## src/rtl/riscv_multicycle_control.sv

```systemverilog
// riscv_multicycle_control: main control FSM of the multicycle RV32 core.
// Steps each instruction through FETCH / DECODE / EXECUTE / MEMORY / WRITEBACK
// and drives the datapath mux selects, write enables and the 2-bit alu_op.
// It also counts retired instructions.
// Optional feature macro: MC_CTRL_JAL_EN (adds the JAL state for opcode 1101111).
//
// Memory handshake: mem_read/mem_write are requests that stay asserted, with
// the same iord, for every cycle of a wait state. The access completes in the
// cycle mem_ready is high, and only that cycle advances the FSM. There is no timeout.
module riscv_multicycle_control #(
  parameter int CNT_W = 32
) (
  input  logic             clk,
  input  logic             reset,
  input  logic [6:0]       opcode,
  input  logic             zero,
  input  logic             mem_ready,
  output logic [1:0]       alu_op,
  output logic [1:0]       alu_src_a,
  output logic [1:0]       alu_src_b,
  output logic             pc_write,
  output logic             pc_source,
  output logic             iord,
  output logic             mem_read,
  output logic             mem_write,
  output logic             ir_write,
  output logic             reg_write,
  output logic [1:0]       mem_to_reg,
  output logic             illegal,
  output logic             instr_retired,
  output logic [CNT_W-1:0] retired_count,
  output logic [3:0]       dbg_state
);

  localparam logic [6:0] OP_R      = 7'b0110011;
  localparam logic [6:0] OP_LOAD   = 7'b0000011;
  localparam logic [6:0] OP_STORE  = 7'b0100011;
  localparam logic [6:0] OP_BRANCH = 7'b1100011;
  localparam logic [6:0] OP_JAL    = 7'b1101111;

  typedef enum logic [3:0] {
    S_FETCH     = 4'd0,
    S_DECODE    = 4'd1,
    S_EXEC_R    = 4'd2,
    S_ALU_WB    = 4'd3,
    S_MEM_ADDR  = 4'd4,
    S_MEM_READ  = 4'd5,
    S_MEM_WB    = 4'd6,
    S_MEM_WRITE = 4'd7,
    S_BRANCH    = 4'd8,
    S_JAL       = 4'd9
  } state_t;

  state_t           r_state;
  state_t           w_next;
  logic [CNT_W-1:0] r_count;

  // State register; reset always lands in FETCH.
  always_ff @(posedge clk) begin
    if (reset) r_state <= S_FETCH;
    else       r_state <= w_next;
  end

  // Next-state and output decode. Everything defaults to 0, and reset forces all outputs to 0.
  always_comb begin
    w_next        = S_FETCH;
    alu_op        = 2'd0;
    alu_src_a     = 2'd0;
    alu_src_b     = 2'd0;
    pc_write      = 1'b0;
    pc_source     = 1'b0;
    iord          = 1'b0;
    mem_read      = 1'b0;
    mem_write     = 1'b0;
    ir_write      = 1'b0;
    reg_write     = 1'b0;
    mem_to_reg    = 2'd0;
    illegal       = 1'b0;
    instr_retired = 1'b0;
    case (r_state)
      S_FETCH: begin
        mem_read  = 1'b1;
        alu_src_b = 2'd1;
        ir_write  = mem_ready;
        pc_write  = mem_ready;
        w_next    = mem_ready ? S_DECODE : S_FETCH;
      end
      S_DECODE: begin
        // Branch target (old PC + imm) lands in ALUOut for a possible BRANCH.
        alu_src_a = 2'd2;
        alu_src_b = 2'd2;
        case (opcode)
          OP_R:               w_next = S_EXEC_R;
          OP_LOAD, OP_STORE:  w_next = S_MEM_ADDR;
          OP_BRANCH:          w_next = S_BRANCH;
`ifdef MC_CTRL_JAL_EN
          OP_JAL:             w_next = S_JAL;
`endif
          default: begin
            illegal = 1'b1;
            w_next  = S_FETCH;
          end
        endcase
      end
      S_EXEC_R: begin
        alu_src_a = 2'd1;
        alu_op    = 2'b10;
        w_next    = S_ALU_WB;
      end
      S_ALU_WB: begin
        reg_write     = 1'b1;
        instr_retired = 1'b1;
      end
      S_MEM_ADDR: begin
        alu_src_a = 2'd1;
        alu_src_b = 2'd2;
        w_next    = (opcode == OP_LOAD) ? S_MEM_READ : S_MEM_WRITE;
      end
      S_MEM_READ: begin
        iord     = 1'b1;
        mem_read = 1'b1;
        w_next   = mem_ready ? S_MEM_WB : S_MEM_READ;
      end
      S_MEM_WB: begin
        reg_write     = 1'b1;
        mem_to_reg    = 2'd1;
        instr_retired = 1'b1;
      end
      S_MEM_WRITE: begin
        iord          = 1'b1;
        mem_write     = 1'b1;
        instr_retired = mem_ready;
        w_next        = mem_ready ? S_FETCH : S_MEM_WRITE;
      end
      S_BRANCH: begin
        alu_src_a     = 2'd1;
        alu_op        = 2'b01;
        pc_source     = 1'b1;
        pc_write      = zero;
        instr_retired = 1'b1;
      end
`ifdef MC_CTRL_JAL_EN
      S_JAL: begin
        // PC already holds old PC + 4, so the link value is written before the PC load takes effect.
        pc_write      = 1'b1;
        pc_source     = 1'b1;
        reg_write     = 1'b1;
        mem_to_reg    = 2'd2;
        instr_retired = 1'b1;
      end
`endif
      default: w_next = S_FETCH;
    endcase
    if (reset) begin
      alu_op        = 2'd0;
      alu_src_a     = 2'd0;
      alu_src_b     = 2'd0;
      pc_write      = 1'b0;
      pc_source     = 1'b0;
      iord          = 1'b0;
      mem_read      = 1'b0;
      mem_write     = 1'b0;
      ir_write      = 1'b0;
      reg_write     = 1'b0;
      mem_to_reg    = 2'd0;
      illegal       = 1'b0;
      instr_retired = 1'b0;
    end
  end

  // Retired-instruction counter. It wraps naturally from all-ones to 0.
  always_ff @(posedge clk) begin
    if (reset)              r_count <= '0;
    else if (instr_retired) r_count <= r_count + CNT_W'(1);
  end

  assign retired_count = reset ? '0 : r_count;
  assign dbg_state     = reset ? 4'd0 : r_state;

endmodule

```

## config.mk

```make
export PLATFORM = sky130hd
export DESIGN_NAME = riscv_multicycle_control
export DESIGN_NICKNAME = d
export VERILOG_FILES = /design/src/rtl/riscv_multicycle_control.sv
export SDC_FILE = /design/constraint.sdc
export NUM_CORES = 1
export LEC_CHECK = 0
export BUFFER_PORTS_ARGS = -buffer_cell sky130_fd_sc_hd__buf_4
export CAP_MARGIN = 20
export CORE_ASPECT_RATIO = 0.6
export CORE_MARGIN = 2
export CORE_UTILIZATION = 50
export CTS_BUF_LIST = sky130_fd_sc_hd__clkbuf_8
export CTS_CLUSTER_DIAMETER = 200
export CTS_CLUSTER_SIZE = 28
export DETAILED_ROUTE_END_ITERATION = 6
export MAX_ROUTING_LAYER = met4
export PLACE_DENSITY_LB_ADDON = 0.2
export SLEW_MARGIN = 20
export SYNTH_ARGS = -nofsm -noshare
export SYNTH_HDL_FRONTEND = slang
export SYNTH_SLANG_ARGS = --single-unit
export TNS_END_PERCENT = 5
```

## constraint.sdc

```tcl
create_clock -name clk -period 3 [get_ports clk]
set_input_delay 0.3 -clock clk [delete_from_list [all_inputs] [get_ports clk]]
set_output_delay 0.3 -clock clk [all_outputs]
set_load 0.02 [all_outputs]
```

==> reports/results.ini, run 1 <==
[outcome]
status = finished, final reports clean

[yosys]
ys_ff_latch = 36
ys_types = 47
yosysSeqAreaShare_pct = 32.1
synth.largest_area_cell = dfxtp_1
synth_fa_ha_area_share_pct = 1.00
synth_top_flop_cell = dfxtp_1
synthCells = 277
yosys.area_share.simple_pct = 40.8
synth_xor_area_share_pct = 0.780
syn-num-nets = 289
synth_top_area_share_pct = 32.1
yosysMostFrequentCell = dfxtp_1
synthTopCellsByCount = dfxtp_1 (36), nor2b_1 (35), nor2_1 (29)
async_flop_share_pct = 0
synthTopCellsByArea = dfxtp_1 (32%), nor2b_1 (9.7%), mux2_1 (9.5%)
syn_area_um2 = 2250
synth_top_family_by_area = simple AND/OR/NAND/NOR gates
synth_compound_area_share_pct = 10.6
ys_warn_count = 0
synth_edf_count = 0
synth.mux.area_fraction_pct = 9.52
avgSynthCellArea_um2 = 8.11

[sta]
fmax_mhz = 431
clock_skew_ns = 0.00699
rsz0062_at_grt = no
maxSlewHeadroom_pct = 54.8
final.min_clock_period_ns = 2.32
hold_ws_ns = 0.277
hold_viol = 0
finalCritPeriodShare_pct = 77.3
finalSetupTns_ns = 0
worst_pin_slew_ns = 0.677
slew_violations = 0
finalSetupViolations = 0

[global_route]
grt_first_pass_wirelength_um = 8890
antenna_found_initial = 0
grt_pass1_vias = 1883
grtUsageTotal_pct = 21.7
grt_max_degree = 74
grt_overflow_total = 0

[routing]
via_per_inst = 5.63
drt_iter0_drc = 119
first_pass_iters = 5
wl_per_cell_um = 13.4
antenna_left = 0
num_vias = 2185
drc_errors = 0
routed_wl_um = 5200

[place]
portBuffers = 62
dp.final_hpwl_um = 3620
place_congestion = 0.837

[critical_path]
crit_start = r_state[0]
reg2reg_slack_ns = 0.86
rr_startpoint = r_count[9]
crit_fanout = 44
critical_path_class = register to output pin
startpoint_type = register
rr_worst_depth = 4
required_ns = 2.70
worstPathArrival_ns = 2.02
worstReg2RegEnd = r_count[19]
critPathCaptureType = output pin

[clock_network]
cts_root_buf = clkbuf_8
cts_hold_repair.buffers = 0
cts.sinks = 36
cts_buffers = 5
postCtsSetupBuffers = 0
htreeDepth = 2
cts_max_path_buffers = 2
cts_tree = yes
clk_pin_slew_worst_paths_ns = 0.07
clk_latency_ns = 0.28
cts_resized = 0

[die]
start_util_pct = 53.4
ioPinCount = 64
die_area_um2 = 5060
rows = 18
die_width_um = 90.5
core_um2 = 4210
die_h_um = 55.9

[hold_path]
min_from = opcode[5]
hold_class = input pin to register
hold_depth = 2
holdPathEnd = r_state[3]

[finish]
num-nets-final = 339
num_antenna_cells = 0
drive_gt1_share_pct = 24.1
areaGrowthSynthToFinish_pct = 24.6
fillCellCount = 382

[power_and_ir_drop]
leakage_nw = 1.15
powerDensity_nw_per_um2 = 325
vdd_drop_max_uv = 217

[flow_run]
cap_viol_max_count = 0

==> how the worst max path moves through the flow <==
stage / to
5_1_grt: instr_retired
3_5_place_dp: r_count[19]
3_3_place_gp: r_count[25]
4_1_cts: instr_retired
6_report: instr_retired
2_1_floorplan: illegal
==> flip-flops by register name, summed over array words and instances (netlist names) <==
| register | flops |
|---|---|
| r_count | 32 |
| r_state | 4 |
==> cell type report <==
cell class | instances | area, um2 | area share, %
Clock buffer | 6 | 82.6 | 2.95
Clock inverter | 2 | 10.0 | 0.357
Inverter | 5 | 18.8 | 0.670
Timing Repair Buffer | 63 | 473 | 16.9
Sequential cell | 36 | 721 | 25.7
Tap cell | 60 | 75.1 | 2.68
Multi-Input combinational cell | 216 | 1420 | 50.7
==> cells by family after synthesis <==
kind of cell | after synthesis
xor+xnor | 2
compound gates | 37
buf+inv | 25
mux | 19
flops | 36
other cells | 1
simple gates | 155
fa+ha+maj | 2
==> through the flow <==
| step | instances | setup WS (ns) | utilization (%) | instance area [um2] | total power [mW] |
|---|---|---|---|---|---|
| after floorplan | 277 | 0.965 | - | 2250 | 0.536 |
| after global placement | 380 | 0.961 | 64.3 | 2710 | 0.559 |
| after detailed placement | 380 | 0.865 | 64.3 | 2710 | 0.560 |
| after CTS | 388 | 0.702 | 66.5 | 2800 | 0.916 |
| after global routing | 388 | 0.528 | 66.5 | 2800 | 0.939 |
| final | 388 | 0.681 | 66.5 | 2800 | 0.909 |
==> cells in the final DEF, fill, tap and decap left out, drive strengths merged, types with 6 or more instances in the layout <==
| cell | instances |
|---|---|
| nor2 | 29 |
| buf | 63 |
| clkbuf | 6 |
| dfxtp | 36 |
| nand2 | 12 |
| nand4 | 8 |
| mux2 | 19 |
| nor3 | 16 |
| nor2b | 35 |
| a21oi | 14 |
| nand3 | 9 |
| o31ai | 10 |
| and4 | 6 |
| or4 | 11 |
==> worst max-delay path: stages (launching register included) <==
cell,delay [ns]
dfxtp_1,0.56
nand3b_1,0.19
a32oi_2,0.24
buf_4,0.41
nor2_1,0.12
buf_4,0.20
==> per-layer routing <==
metal,share of wire [%],GRT usage (%),vias up
met2,44,31.8,70
met5,0,-,-
li1,-,-,1098
met1,49,31.2,1012
met4,0.52,4.62,0
met3,6.2,4.20,5
==> power by group <==
part / total, mW / switching (mW) / internal (mW)
sequential: 0.482 / 0.00321 / 0.478
clock: 0.360 / 0.176 / 0.183
combinational: 0.0672 / 0.0402 / 0.0270
total: 0.909 / 0.220 / 0.689
Note: power is estimated with default switching activity, not from simulation.
==> run 2, diff against run 1 <==
--- a/config.mk
+++ b/config.mk
@@ -5,6 +5,7 @@
 export SDC_FILE = /design/constraint.sdc
 export NUM_CORES = 1
 export LEC_CHECK = 0
+export ABC_AREA = 1
 export BUFFER_PORTS_ARGS = -buffer_cell sky130_fd_sc_hd__buf_4
 export CAP_MARGIN = 20
 export CORE_ASPECT_RATIO = 0.6
==> constraint.sdc (replaced) <==
create_clock -name clk -period 2.4 [get_ports clk]
set_input_delay 0.24 -clock clk [delete_from_list [all_inputs] [get_ports clk]]
set_output_delay 0.24 -clock clk [all_outputs]
set_load 0.02 [all_outputs]
==> run 2 against run 1 <==
Effect of this change:
- global-route usage up 5.3 points
- combinational power up 27%
- highest routed layer unchanged
- non-clock buffer count up 3
- utilization down 0.49 points
- clock skew down 0.00068 ns
- via count up 35%
- critical endpoint unchanged
- flip-flop and latch count unchanged
- sequential power up 24%
- register-to-register slack worse by 0.29 ns
- clock power up 26%
- sequential share of layout area down 2.5 points
- design area up 11%
==> reports/results.ini, run 2 <==
[finish]
reg_top3 = r_count (32), r_state (4)
largest_register_ffs = 32  ; unchanged
fillCellCount = 426  ; +12%
top_register = r_count
layout_commonest_cell = nor2_1
drive_gt1_share_pct = 17.2  ; -6.8 points
most-common-layout-cells = nor2_1 (134), nand2_1 (112), buf_4 (66)
areaGrowthSynthToFinish_pct = 23.1
num_antenna_cells = 0  ; unchanged
num-nets-final = 527  ; +55%

[yosys]
yosysMostFrequentCell = nor2_1
avgSynthCellArea_um2 = 5.52  ; -32%
yosysSeqAreaShare_pct = 28.6  ; -3.5 points
async_flop_share_pct = 0  ; unchanged
synthTopCellsByArea = dfxtp_1 (29%), nor2_1 (20%), nand2_1 (17%)
syn_area_um2 = 2520  ; +12%
ys_types = 27  ; -43%
synth.largest_area_cell = dfxtp_1
synth_top_area_share_pct = 28.6  ; -3.5 points
ys_warn_count = 0  ; unchanged
ys_ff_latch = 36  ; unchanged
synthTopCellsByCount = nor2_1 (134), nand2_1 (112), inv_1 (62)
syn-num-nets = 469  ; +62%
synth_edf_count = 0  ; unchanged
synthCells = 457  ; +65%
synth_top_flop_cell = dfxtp_1

[critical_path]
slowest_delay_ns = 0.44  ; -0.12 ns
cpMaxStageDelayCell = dfxtp_1
crit_chain = inv_2 -> nor2_1 -> nand2_1 -> nand4_4 -> nand2_1 -> inv_2 -> buf_4
worstPathArrival_ns = 1.78  ; -0.24 ns
crit_fanout = 16  ; -64%
critPathCaptureType = output pin
required_ns = 2.16  ; -0.54 ns
critical_path_class = register to output pin
startpoint_type = register

[place]
portBuffers = 62  ; unchanged
place_congestion = 0.970  ; +16%
dp.final_hpwl_um = 5540  ; +53%
place_ws_ns = 0.628  ; -0.237 ns

[power_and_ir_drop]
vdd_drop_max_uv = 207  ; -4.4%
pwr-share-comb_pct = 7.5  ; about the same
powerDensity_nw_per_um2 = 367  ; +13%
leakage_nw = 1.45  ; +26%
total_power_mw = 1.14  ; +25%
seq_power_share_pct = 52.7  ; -0.3 points
swShare_pct = 24.7  ; +0.53 points
netSwitchingPower_mw = 0.282  ; +28%
p_int_mw = 0.858  ; +25%
clock_power_share_pct = 39.9  ; +0.3 points

[sta]
rsz0062_at_grt = no
finalSetupViolations = 0  ; unchanged
fin_ws_ns = 0.382  ; -0.298 ns
maxSlewHeadroom_pct = 51.3  ; -3.6 points
worst_pin_slew_ns = 0.728  ; +0.0507 ns
finalCritPeriodShare_pct = 84.1
final.min_clock_period_ns = 2.02
fmax_mhz = 496
slew_violations = 0  ; unchanged
clock_skew_ns = 0.00631  ; -0.000684 ns
hold_viol = 0  ; unchanged
finalSetupTns_ns = 0  ; unchanged

[global_route]
grt_pass1_vias = 2411  ; +28%
grtUsageTotal_pct = 27.1  ; +5.3 points
antenna_found_initial = 0  ; unchanged
grt_overflow_total = 0  ; unchanged
grt_max_degree = 32  ; -57%
grt_first_pass_wirelength_um = 11400  ; +28%

[clock_network]
clk_pin_slew_worst_paths_ns = 0.08  ; about the same
cts_tree = yes
cts_max_path_buffers = 2  ; unchanged
cts.sinks = 36  ; unchanged
cts_hold_repair.buffers = 0  ; unchanged
cts_root_buf = clkbuf_8
htreeDepth = 2  ; unchanged
clk_latency_ns = 0.29  ; about the same
cts_resized = 0  ; unchanged
cts_buffers = 5  ; unchanged
postCtsSetupBuffers = 0  ; unchanged

[die]
rows = 19  ; +1
die_width_um = 95.7  ; +5.7%
die_area_um2 = 5650  ; +12%
core_um2 = 4710  ; +12%
die_h_um = 59.0  ; +5.5%
start_util_pct = 53.6  ; +0.26 points
ioPinCount = 64  ; unchanged

[routing]
antenna_left = 0  ; unchanged
via_per_inst = 5.11  ; -9.2%
num_vias = 2959  ; +35%
first_pass_iters = 5  ; unchanged
drt_iter0_drc = 232  ; +95%
routed_wl_um = 7040  ; +36%
drc_errors = 0  ; unchanged
wl_per_cell_um = 12.2  ; -9.2%

[flow_run]
cap_viol_max_count = 0  ; unchanged

[hold_path]
hold_class = input pin to register

[outcome]
status = finished, final reports clean

==> run 2: kinds of logic after synthesis <==
| logic type | share of synthesized area, % |
|---|---|
| AND/OR/NAND/NOR | 52.5 |
| buffers and inverters | 13.1 |
| AO/OA/AOI/OAI | 5.16 |
| adder cells (fa/ha/maj) | 0.496 |
| flip-flops | 28.6 |
| other | 0.149 |
==> run 2: power groups by stage <==
stage | clock network [mW] | logic, mW | registers [mW]
finish | 0.454 | 0.0852 | 0.600
global route | 0.488 | 0.0938 | 0.601
CTS | 0.460 | 0.0847 | 0.600
detailed placement | 0 | 0.0848 | 0.614
global placement | 0 | 0.0840 | 0.614
floorplan | 0 | 0.0526 | 0.612
==> run 2: critical path: cells and delay by family (launching register included) <==
| family | cells | cell delay [ns] |
|---|---|---|
| flip-flops | 1 | 0.44 |
| AND/OR/NAND/NOR | 4 | 0.67 |
| buffers and inverters | 3 | 0.37 |
==> run 2: final cells by class <==
type	instances	area (um2)	area share, %
Clock buffer	6	82.6	2.66
Clock inverter	2	10.0	0.322
Inverter	66	248	7.97
Multi-Input combinational cell	340	1470	47.4
Sequential cell	36	721	23.2
Tap cell	63	78.8	2.54
Timing Repair Buffer	66	495	15.9
==> run 2: layer usage <==
layer  vias up  routed length (um)  global-route usage, %
met5         -                   0                      -
met4         0                  15                   3.67
met3         2                 800                   6.62
met2       141                2730                   36.4
met1      1284                3500                   41.6
li1       1532                   -                      -
==> run 2: final timing paths <==
kind	startpoint	endpoint	slack, ns	cells after the start
setup reg to reg	r_state[0]	r_count[8]	0.57	8
hold / removal	reset	r_count[25]	0.26	2
hold reg to reg	r_count[0]	r_count[0]	0.50	1
setup / recovery	r_state[1]	instr_retired	0.38	7
==> run 2: stage by stage <==
| step | hold WS, ns | cell area, um2 | utilization, % | cells |
|---|---|---|---|---|
| floorplan | 0.413 | 2520 | - | 457 |
| global placement | 0.479 | 3010 | 64.0 | 571 |
| detailed placement | 0.485 | 3010 | 64.0 | 571 |
| CTS | 0.249 | 3110 | 66.0 | 579 |
| global route | 0.272 | 3110 | 66.0 | 579 |
| finish | 0.262 | 3110 | 66.0 | 579 |
